<file path="src/rtl/aud_sample_fifo.sv">
`default_nettype none
// ============================================================================
// Module      : aud_sample_fifo
// Description : Streamed PCM sample feeder for the audio PWM stage. Software
//               pushes samples into a small FIFO; a programmable sample-rate
//               timer pops one sample per period and presents it as the PWM
//               duty value with a one-cycle strobe. Sticky underrun/overflow.
// Revision    : 1.0 - initial release
// ============================================================================
module aud_sample_fifo #(
    parameter int DATA_WIDTH = 8,
    parameter int DEPTH      = 16,
    parameter int DIV_WIDTH  = 16,
    parameter int LOW_WATER  = 4,
    parameter int MIDSCALE   = 128
) (
    input  logic                     clk,
    input  logic                     resetn,
    input  logic                     enable,
    input  logic                     clr,
    input  logic [DIV_WIDTH-1:0]     div,
    input  logic                     wr_en,
    input  logic [DATA_WIDTH-1:0]    wr_data,
    output logic                     full,
    output logic                     empty,
    output logic                     almost_empty,
    output logic [$clog2(DEPTH):0]   level,
    output logic [DATA_WIDTH-1:0]    sample_out,
    output logic                     sample_strobe,
    output logic                     underrun,
    output logic                     overflow
);

    localparam int c_PTR_W = $clog2(DEPTH);
    localparam int c_LVL_W = c_PTR_W + 1;
    localparam logic [c_LVL_W-1:0]    c_DEPTH_L = c_LVL_W'(DEPTH);
    localparam logic [c_LVL_W-1:0]    c_LOW_L   = c_LVL_W'(LOW_WATER);
    localparam logic [DATA_WIDTH-1:0] c_MID     = DATA_WIDTH'(MIDSCALE);

    typedef enum logic [0:0] {
        S_IDLE = 1'b0,
        S_RUN  = 1'b1
    } state_t;

    state_t                  r_state;
    state_t                  w_state_nxt;
    logic [DIV_WIDTH-1:0]    r_cnt;
    logic [c_PTR_W-1:0]      r_wptr;
    logic [c_PTR_W-1:0]      r_rptr;
    logic [c_LVL_W-1:0]      r_level;
    logic [DATA_WIDTH-1:0]   r_mem [DEPTH];
    logic [DATA_WIDTH-1:0]   r_sample;
    logic                    r_strobe;
    logic                    r_underrun;
    logic                    r_overflow;

    logic                    w_run;
    logic                    w_tick;
    logic                    w_pop;
    logic                    w_push;
    logic                    w_full;
    logic                    w_empty;

    // Status flags derive purely from the entry count.
    assign w_full  = (r_level == c_DEPTH_L);
    assign w_empty = (r_level == '0);

    // Running means in RUN and not leaving it this cycle; clr kills the tick.
    assign w_run  = (r_state == S_RUN) && enable;
    assign w_tick = w_run && (r_cnt >= div) && !clr;
    assign w_pop  = w_tick && !w_empty;
    // A pop frees a slot in the same cycle, so a full FIFO still accepts.
    assign w_push = wr_en && !clr && (!w_full || w_pop);

    // Next-state logic for the IDLE/RUN controller.
    always_comb begin
        w_state_nxt = r_state;
        case (r_state)
            S_IDLE:  if (enable)  w_state_nxt = S_RUN;
            S_RUN:   if (!enable) w_state_nxt = S_IDLE;
            default: w_state_nxt = S_IDLE;
        endcase
    end

    // State register.
    always_ff @(posedge clk or negedge resetn) begin
        if (!resetn) r_state <= S_IDLE;
        else         r_state <= w_state_nxt;
    end

    // Sample-period counter: counts while running, restarts on tick or flush.
    always_ff @(posedge clk or negedge resetn) begin
        if (!resetn)                 r_cnt <= '0;
        else if (!w_run || clr || w_tick) r_cnt <= '0;
        else                         r_cnt <= r_cnt + DIV_WIDTH'(1);
    end

    // FIFO storage; contents need no reset because level gates every read.
    always_ff @(posedge clk) begin
        if (w_push) r_mem[r_wptr] <= wr_data;
    end

    // Pointers and level; pointer wrap is implicit since DEPTH is a power of 2.
    always_ff @(posedge clk or negedge resetn) begin
        if (!resetn) begin
            r_wptr  <= '0;
            r_rptr  <= '0;
            r_level <= '0;
        end else if (clr) begin
            r_wptr  <= '0;
            r_rptr  <= '0;
            r_level <= '0;
        end else begin
            if (w_push) r_wptr <= r_wptr + c_PTR_W'(1);
            if (w_pop)  r_rptr <= r_rptr + c_PTR_W'(1);
            if (w_push && !w_pop)      r_level <= r_level + c_LVL_W'(1);
            else if (w_pop && !w_push) r_level <= r_level - c_LVL_W'(1);
        end
    end

    // Output duty register: silence on leaving RUN, new sample on each pop.
    always_ff @(posedge clk or negedge resetn) begin
        if (!resetn) begin
            r_sample <= c_MID;
            r_strobe <= 1'b0;
        end else begin
            r_strobe <= w_pop;
            if ((r_state == S_RUN) && !enable) r_sample <= c_MID;
            else if (w_pop)                    r_sample <= r_mem[r_rptr];
        end
    end

    // Sticky error flags, cleared only by flush or reset.
    always_ff @(posedge clk or negedge resetn) begin
        if (!resetn) begin
            r_underrun <= 1'b0;
            r_overflow <= 1'b0;
        end else if (clr) begin
            r_underrun <= 1'b0;
            r_overflow <= 1'b0;
        end else begin
            if (w_tick && w_empty)             r_underrun <= 1'b1;
            if (wr_en && w_full && !w_pop)     r_overflow <= 1'b1;
        end
    end

    assign full          = w_full;
    assign empty         = w_empty;
    assign almost_empty  = (r_level <= c_LOW_L);
    assign level         = r_level;
    assign sample_out    = r_sample;
    assign sample_strobe = r_strobe;
    assign underrun      = r_underrun;
    assign overflow      = r_overflow;

endmodule
`default_nettype wire

</file>
<file path="config.mk">
export PLATFORM = sky130hd
export DESIGN_NAME = aud_sample_fifo
export DESIGN_NICKNAME = d
export VERILOG_FILES = /design/src/rtl/aud_sample_fifo.sv
export SDC_FILE = /design/constraint.sdc
export NUM_CORES = 1
export LEC_CHECK = 0
export BUFFER_PORTS_ARGS = -buffer_cell sky130_fd_sc_hd__buf_2
export CAP_MARGIN = 20
export CORE_MARGIN = 2
export CORE_UTILIZATION = 30
export CTS_CLUSTER_DIAMETER = 80
export DETAILED_ROUTE_END_ITERATION = 10
export GPL_ROUTABILITY_DRIVEN = 0
export GPL_TIMING_DRIVEN = 1
export PLACE_DENSITY_LB_ADDON = 0.12
export SLEW_MARGIN = 20
export SYNTH_ARGS = -nofsm -noshare
export SYNTH_HDL_FRONTEND = slang
export SYNTH_SLANG_ARGS = --single-unit
</file>
<file path="constraint.sdc">
create_clock -name clk -period 8.56 [get_ports clk]
set_clock_uncertainty 0.1 [all_clocks]
set_input_delay 2.568 -clock clk [delete_from_list [all_inputs] [get_ports clk]]
set_output_delay 2.568 -clock clk [all_outputs]
set_load 0.02 [all_outputs]
</file>
==> run summary, run 1 <==
#FFs+latches synth: 169
final wirelength: 17.1 mm
critical path required time: 8.77 ns
Gate Count Post-Synth: 511
worst hold margin: 0.399 ns
DRT iter0 DRCs: 293
starting density of the core: 30.7%
Max Slew Vio Count: 0
Hold Buf Count CTS: 0
worst setup margin: 2.25 ns
Layout Area Growth over Synthesis: 13.8%
DRC Markers: 0
routed len/inst: 19.1 um
gr usage total: 13.4%
Synth top area share: 49.6%
area of the core: 25300 sq um
most common flop cell mapped by yosys: edfxtp_1
syn nets: 567
pin count of the biggest net entering global routing: 42
period utilisation layout: 73.7%
vias in the first global route: 4552
yosys warns: 0
nets: 607
min-delay worst type: reg2reg
most frequent cell after synthesis: edfxtp_1
max cap viols: 0
Final Power: 1800 uW
leakage: 0.00315 uW
Final Hold Violating Endpoints: 0
minimum clock period: 6.31 ns
diode count: 0
Pwr Density: 205 nW/um^2
Setup Fix Bufs, Post-CTS: 0
# clock sinks: 169
RSZ-0062 raised after global routing: no
Crit. End Element: register
setup TNS: 0 ns
measured slew at the worst slew-check pin: 0.964 ns
total vias in the final route: 4418
Data arrival, critical path: 6.52 ns
TritonCTS Buffers: 17
number of H-tree levels: 4
fmax: 159 MHz
Synth area leader: edfxtp_1
Seq/Total Area, Yosys: 62.9%
Post-synth EDFFs: 128
Setup CP Type: in2reg
DR pass1 iterations: 4
initial antenna violation count: 0
Post-CTS Resized: 0
Hold Path Depth: 2
Syn Area/Cell: 15.2 sq um
CTS Root Cell: clkbuf_16
CP startpoint kind: primary input
Via density: 4.94
cell area after synthesis: 7750 sq um
Die Wd: 165 um
clock buffer depth: 2
status: finished, final reports clean
top cells by area, synth: edfxtp_1 (50%), dfrtp_1 (13%), mux4_2 (12%), ha_1 (4.2%), nor2_1 (2.1%)
async set-reset flop share out of synthesis: 24.3%
detailed-placement wirelength estimate: 11.8 mm
PortBufs: 47
total grt overflow: 0
Setup-failing EPs final: 0
TritonCTS clock tree: done
die footprint: 27100 sq um
io pins: 48
FP Rows: 58
share of layout cells above drive strength 1: 25.5%
dpl ws: 1.78 ns
ANT nets after route: 0
Slew HR: 35.7%
crit-path max FO: 17
Cell variety after synth: 63
worst reg2reg path depth: 14
Die H: 165 um
Clock transition at path regs: 0.07 ns
first-pass GRT wire length: 26.8 mm
most frequent cells after synthesis: edfxtp_1 (128), nor2_1 (43), dfrtp_1 (40), mux4_2 (40), nand2_1 (27)
worst-skew pair later-pin latency: 0.42 ns
Max VDD drop: 0.124 mV
==> flip-flops by register name, indices dropped and copies added, names as in the netlist <==
| name | cells |
|---|---|
| level | 5 |
| r_rptr | 4 |
| r_wptr | 4 |
| underrun | 1 |
| r_mem | 128 |
| r_cnt | 16 |
| sample_strobe | 1 |
| sample_out | 8 |
| r_state | 1 |
| overflow | 1 |
==> through the flow <==
| stage | cells | instance area (sq um) | utilization, % |
|---|---|---|---|
| final | 894 | 8820 | 34.9 |
| after floorplan | 511 | 7750 | - |
| after CTS | 894 | 8820 | 34.9 |
| after global routing | 894 | 8820 | 34.9 |
| after detailed placement | 862 | 8240 | 32.6 |
| after global placement | 862 | 8240 | 32.6 |
==> critical path, cell delays in order <==
cell	delay, ns
buf_2	0.08
inv_1	0.04
ha_1	0.30
and4_4	0.21
a21oi_1	0.16
o221ai_2	0.20
o31ai_4	0.64
nor2_1	0.34
or3_1	0.54
ha_1	0.35
a21oi_1	0.15
nand2_1	0.07
or2_2	0.28
a31oi_1	0.18
a221oi_1	0.09
o221a_2	0.29
==> power by group <==
| group | switching [uW] | internal (uW) | total (uW) |
|---|---|---|---|
| registers | 15.2 | 893 | 909 |
| clock network | 348 | 414 | 762 |
| logic | 85.1 | 47.5 | 133 |
| total | 449 | 1350 | 1800 |
==> area by class of cell <==
cell class / instances / area, sq um
fill: 2431 / 16400
sequential: 169 / 4870
multi-input combinational: 287 / 2600
clock buffer: 18 / 429
tap: 330 / 413
timing repair buffer: 49 / 250
clock inverter: 14 / 153
inverter: 27 / 101
==> routing by layer <==
layer	track usage (%)	part of all wire, %
met1	18.3	47
met2	21.7	49
met3	2.91	3.6
met4	3.72	1.1
met5	0	0
==> final timing paths <==
kind,slack (ns),endpoint,from
worst max-delay path,2.25,level[3]$_DFFE_PN0P_,div[14]
worst min-delay path,0.40,overflow$_DFFE_PN0P_,overflow$_DFFE_PN0P_
worst min register to register,0.40,overflow$_DFFE_PN0P_,overflow$_DFFE_PN0P_
min in group asynchronous,2.18,underrun$_DFFE_PN0P_,resetn
worst max register to register,4.08,level[3]$_DFFE_PN0P_,r_cnt[14]$_DFF_PN0_
max in group asynchronous,5.52,r_rptr[0]$_DFFE_PN0P_,resetn
==> logic make-up (layout without fill, tap and decap cells) <==
group	after synthesis	in the layout	share of synthesized area, %
simple gates	133	133	8.40
compound gates	67	67	6.39
mux	45	45	12.3
xor+xnor	15	15	1.70
buf+inv	55	108	3.87
fa+ha+maj	27	27	4.46
flops	169	169	62.9
==> layout by cell type (no fill, tap or decap), drive strengths merged, types with 2 or more instances in the layout <==
cell / synthesis / final
a31oi: 3 / 3
a2111oi: 2 / 2
edfxtp: 128 / 128
xnor2: 8 / 8
mux4: 40 / 40
clkbuf: 14 / 18
nor4: 2 / 2
and3: 9 / 9
o311ai: 4 / 4
a21o: 3 / 3
o31ai: 3 / 3
nand2b: 4 / 4
clkinvlp: 0 / 2
o211ai: 5 / 5
buf: 13 / 49
nand3: 24 / 24
a21oi: 17 / 17
o21a: 2 / 2
dfrtp: 40 / 40
o2111ai: 5 / 5
and4: 2 / 2
xor2: 7 / 7
clkinv: 0 / 3
nor3: 9 / 9
nor2b: 3 / 3
nor2: 43 / 43
nand4: 2 / 2
inv: 27 / 35
o21ai: 14 / 14
ha: 26 / 26
o22ai: 2 / 2
or3: 2 / 2
nand2: 28 / 28
mux2: 4 / 4
or4: 3 / 3
Note: power is estimated with default switching activity, not from simulation.
==> inputs of run 2 (changes only) <==
==> constraint.sdc (replaced) <==
create_clock -name clk -period 6 [get_ports clk]
set_clock_uncertainty 0.1 [all_clocks]
set_input_delay 1.8 -clock clk [delete_from_list [all_inputs] [get_ports clk]]
set_output_delay 1.8 -clock clk [all_outputs]
set_load 0.02 [all_outputs]
==> run summary, run 2 (same netlist as run 1, synthesis figures left out) <==
critical path required time: 6.22 ns (-2.55 ns)
CTS Root Cell: clkbuf_16
crit-path max FO: 6 (-11)
nets: 624 (+2.8%)
Via density: 4.97 (+0.49%)
number of H-tree levels: 4 (unchanged)
die footprint: 27100 sq um (unchanged)
io pins: 48 (unchanged)
TritonCTS clock tree: done
max cap viols: 0 (unchanged)
Setup Fix Bufs, Post-CTS: 0 (unchanged)
measured slew at the worst slew-check pin: 0.958 ns (-0.00621 ns)
most common cell after layout, fill and taps aside: edfxtp_1
Die H: 165 um (unchanged)
total grt overflow: 0 (unchanged)
number of flip-flops under the largest register name: 128 (unchanged)
Pwr Density: 295 nW/um^2 (+44%)
diode count: 0 (unchanged)
starting density of the core: 30.7% (unchanged)
Largest Register: r_mem
setup TNS: 0 ns (unchanged)
worst hold margin: 0.395 ns (-0.00387 ns)
vias in the first global route: 4727 (+3.8%)
pin count of the biggest net entering global routing: 42 (unchanged)
r2r endpoint: level[3]$_DFFE_PN0P_
register area: 4870 sq um (unchanged)
DRT iter0 DRCs: 254 (-13%)
total vias in the final route: 4524 (+2.4%)
post-layout util: 35.5% (+0.61 points)
Setup-failing EPs final: 0 (unchanged)
placed cells: 879 (+2.0%)
CP startpoint kind: primary input
Post-CTS Resized: 0 (unchanged)
routed len/inst: 18.9 um (-0.76%)
Worst Setup SP: div[14]
DRC Markers: 0 (unchanged)
Clock transition at path regs: 0.07 ns (about the same)
Data arrival, critical path: 5.10 ns (-1.42 ns)
min-delay worst type: reg2reg
minimum clock period: 4.89 ns
Die Wd: 165 um (unchanged)
Layout Area Growth over Synthesis: 15.8%
most frequent cells in the layout: edfxtp_1 (128), buf_2 (46), nor2_1 (43)
Fill cells: 2408 (-0.95%)
# clock sinks: 169 (unchanged)
Hold Buf Count CTS: 0 (unchanged)
worst reg2reg path depth: 12 (-2)
Final Hold Violating Endpoints: 0 (unchanged)
area of the core: 25300 sq um (unchanged)
detailed-placement wirelength estimate: 11.8 mm (+0.32%)
TritonCTS Buffers: 17 (unchanged)
Setup CP Type: in2reg
Non-Filler Instances: 911 (+1.9%)
leakage: 0.00325 uW (+3.2%)
share of layout cells above drive strength 1: 27.2% (+1.7 points)
Hold Path Origin: overflow$_DFFE_PN0P_
status: finished, final reports clean
Max VDD drop: 0.150 mV (+21%)
FP Rows: 58 (unchanged)
reg-to-reg slack, setup: 1.83 ns (-2.25 ns)
Max Slew Vio Count: 0 (unchanged)
period utilisation layout: 81.4%
initial antenna violation count: 0 (unchanged)
DR pass1 iterations: 4 (unchanged)
fmax: 205 MHz
CP Capture Point: level[3]$_DFFE_PN0P_
clock buffer depth: 2 (unchanged)
first-pass GRT wire length: 27.4 mm (+2.1%)
final wirelength: 17.3 mm (+1.1%)
RSZ-0062 raised after global routing: no
Slew HR: 35.3% (-0.40 points)
PortBufs: 47 (unchanged)
gr usage total: 13.6% (+0.20 points)
Crit. End Element: register
Worst R2R Start: level[0]$_DFFE_PN0P_
area of the multi-input gates: 2580 sq um (-0.77%)
worst-skew pair later-pin latency: 0.43 ns (about the same)
ANT nets after route: 0 (unchanged)
## run 2: changes by cell type in the layout (fill, tap and decap cells not counted), sizes merged
cell / delta
clkinvlp: -2
clkbuf: -1
bufinv: +1
buf: +17
clkinv: +2
## run 2: worst min-delay path by stage
| stage | endpoint | slack [ns] | cells after the start |
|---|---|---|---|
| after floorplan | r_cnt[0]$_DFF_PN0_ | 0.37 | 1 |
| after global placement | overflow$_DFFE_PN0P_ | 0.38 | 2 |
| after detailed placement | overflow$_DFFE_PN0P_ | 0.39 | 2 |
| after CTS | overflow$_DFFE_PN0P_ | 0.41 | 2 |
| after global routing | overflow$_DFFE_PN0P_ | 0.44 | 2 |
| final | overflow$_DFFE_PN0P_ | 0.40 | 2 |
## run 2: worst max-delay path, stage by stage
cell and delay, ns:
buf_2 0.08, inv_1 0.04, ha_1 0.29, and4_4 0.25, nand2_2 0.09, a2111oi_4 0.39
o31a_2 0.22, o21ai_0 0.09, or3_1 0.44, ha_1 0.35, a21oi_1 0.15, nand2_1 0.08
or2_2 0.28, a31oi_1 0.16, a221oi_1 0.09, o221a_2 0.29
## run 2: layer usage
layer / track usage [%] / vias up / wire, um
met5: 0 / - / 0
met4: 3.72 / 0 / 162
met3: 3.34 / 13 / 719
met2: 22.7 / 96 / 8450
met1: 17.7 / 2342 / 7920
li1: - / 2073 / -
## run 2: final cells by class
cell class,instances,share of cell area [%]
Sequential cell,169,54.3
Multi-Input combinational cell,287,28.7
Clock buffer,17,4.74
Tap cell,330,4.60
Timing Repair Buffer,66,4.24
Clock inverter,15,2.23
Inverter,27,1.13
## run 2: power breakdown
part | total, uW | switching (uW) | internal, uW | leakage, uW
combinational | 192 | 123 | 69.4 | 0.00123
clock | 1160 | 519 | 642 | 0.000309
sequential | 1300 | 22.4 | 1270 | 0.00171
## run 2: per-stage QoR
stage / setup WS [ns] / total power [uW] / instance area [sq um]
2_1_floorplan: 1.01 / 1440 / 7750
3_3_place_gp: 0.734 / 1510 / 8340
3_5_place_dp: 0.690 / 1520 / 8340
4_1_cts: 1.15 / 2680 / 8970
5_1_grt: 0.868 / 2750 / 8970
6_report: 1.11 / 2650 / 8970
==> inputs of run 3 (changes only) <==
==> constraint.sdc (replaced) <==
create_clock -name clk -period 4.3 [get_ports clk]
set_clock_uncertainty 0.1 [all_clocks]
set_input_delay 1.29 -clock clk [delete_from_list [all_inputs] [get_ports clk]]
set_output_delay 1.29 -clock clk [all_outputs]
set_load 0.02 [all_outputs]
==> run summary, run 3 (same netlist as run 1, synthesis figures left out) <==
DRC Markers: 0 (unchanged)
gr usage total: 13.5% (-0.15 points)
total grt overflow: 0 (unchanged)
die footprint: 27100 sq um (unchanged)
max cap viols: 0 (unchanged)
starting density of the core: 30.7% (unchanged)
final wirelength: 17.1 mm (-0.83%)
Max Slew Vio Count: 0 (unchanged)
RSZ-0062 raised after global routing: no
diode count: 0 (unchanged)
share of layout cells above drive strength 1: 33.1% (+5.9 points)
crit-path max FO: 5 (-1)
# clock sinks: 169 (unchanged)
worst hold margin: 0.401 ns (+0.00585 ns)
FP Rows: 58 (unchanged)
measured slew at the worst slew-check pin: 0.922 ns (-0.0358 ns)
CP startpoint kind: primary input
ANT nets after route: 0 (unchanged)
Final Hold Violating Endpoints: 0 (unchanged)
TritonCTS clock tree: done
area of the core: 25300 sq um (unchanged)
most frequent cells in the layout: edfxtp_1 (128), buf_2 (46), nor2_1 (43)
initial antenna violation count: 0 (unchanged)
routed len/inst: 18.4 um (-3.1%)
Hold Path Depth: 2 (unchanged)
DRT iter0 DRCs: 374 (+47%)
post-layout util: 36.4% (+0.84 points)
DP Area: 8610 sq um (+3.2%)
reg-to-reg slack, setup: 0.70 ns (-1.13 ns)
clock buffer depth: 2 (unchanged)
Worst Setup SP: div[2]
Slew HR: 38.5% (+3.2 points)
number of flip-flops under the largest register name: 128 (unchanged)
worst-skew pair later-pin latency: 0.43 ns (about the same)
status: finished, final reports clean
Largest Register: r_mem
period utilisation layout: 95.6%
CTS Root Cell: clkbuf_16
Setup CP Type: in2reg
total vias in the final route: 4487 (-0.82%)
vias in the first global route: 4693 (-0.72%)
Data arrival, critical path: 4.33 ns (-0.77 ns)
Pwr Density: 386 nW/um^2 (+31%)
Hold Buf Count CTS: 0 (unchanged)
critical path required time: 4.52 ns (-1.70 ns)
dpl ws: -0.285 ns (-0.975 ns)
Via density: 4.81 (-3.1%)
pin count of the biggest net entering global routing: 42 (unchanged)
Max VDD drop: 0.184 mV (+23%)
number of H-tree levels: 4 (unchanged)
TritonCTS Buffers: 17 (unchanged)
fmax: 243 MHz
CP Capture Point: level[3]$_DFFE_PN0P_
Die H: 165 um (unchanged)
first-pass GRT wire length: 27.2 mm (-0.56%)
DR pass1 iterations: 5 (+1)
Die Wd: 165 um (unchanged)
Worst R2R Start: r_cnt[13]$_DFF_PN0_
worst reg2reg path depth: 16 (+4)
PortBufs: 47 (unchanged)
io pins: 48 (unchanged)
r2r endpoint: level[3]$_DFFE_PN0P_
Clock transition at path regs: 0.07 ns (about the same)
Layout Area Growth over Synthesis: 18.5%
detailed-placement wirelength estimate: 12.0 mm (+1.1%)
min-delay worst type: reg2reg
most common cell after layout, fill and taps aside: edfxtp_1
nets: 646 (+3.5%)
Setup-failing EPs final: 0 (unchanged)
worst setup margin: 0.189 ns (-0.925 ns)
Crit. End Element: register
minimum clock period: 4.11 ns
leakage: 0.00332 uW (+2.2%)
Final Instance Area: 9180 sq um (+2.4%)
==> run 3: worst max-delay path: stages <==
cell and delay (ns):
buf_2 0.07, inv_1 0.04, ha_1 0.28, o21a_1 0.17
nor2_1 0.18, a2111oi_4 0.07, buf_4 0.16, o31ai_4 0.22
nor2_1 0.08, or3_4 0.43, buf_4 0.16, ha_4 0.21
a21oi_2 0.12, nand2_1 0.07, or2_4 0.23, a31oi_1 0.16
a221oi_1 0.09, o221a_2 0.29
==> run 3: where the power goes <==
part / internal (uW) / switching [uW] / leakage [uW]
Sequential: 1780 / 34.5 / 0.00171
Clock: 756 / 677 / 0.000264
Combinational: 123 / 179 / 0.00135
==> run 3: layout make-up <==
class | count | area (sq um)
clock buffers | 18 | 429
clock inverters | 13 | 111
fillers | 2406 | 16100
inverters | 27 | 111
multi-input cells | 287 | 2700
flip-flops and latches | 169 | 4870
well taps | 330 | 413
repair buffers | 88 | 546
==> run 3: timing repair <==
item	4_1_cts	5_1_grt
gates resized for setup	0	1
setup endpoints to repair	0	1
buffers inserted	0	3
==> run 3: worst min path at each step <==
stage	slack, ns	to	start
floorplan	0.37	r_cnt[0]$_DFF_PN0_	r_cnt[0]$_DFF_PN0_
global placement	0.38	overflow$_DFFE_PN0P_	overflow$_DFFE_PN0P_
detailed placement	0.40	overflow$_DFFE_PN0P_	overflow$_DFFE_PN0P_
CTS	0.42	overflow$_DFFE_PN0P_	overflow$_DFFE_PN0P_
global route	0.44	overflow$_DFFE_PN0P_	overflow$_DFFE_PN0P_
finish	0.40	overflow$_DFFE_PN0P_	overflow$_DFFE_PN0P_
==> run 3: per-stage QoR <==
step | TNS (ns) | total power (uW) | std cells
6_report | 0 | 3550 | 932
5_1_grt | 0 | 3710 | 932
2_1_floorplan | -0.409 | 2040 | 511
3_5_place_dp | -1.96 | 2150 | 898
4_1_cts | 0 | 3600 | 929
3_3_place_gp | -0.818 | 2140 | 898
==> run 3: routing by layer <==
| metal | GRT usage (%) | share of wire (%) |
|---|---|---|
| met1 | 18.1 | 47 |
| met2 | 22.0 | 49 |
| met3 | 3.37 | 4.4 |
| met4 | 3.08 | 0.26 |
| met5 | 0 | 0 |
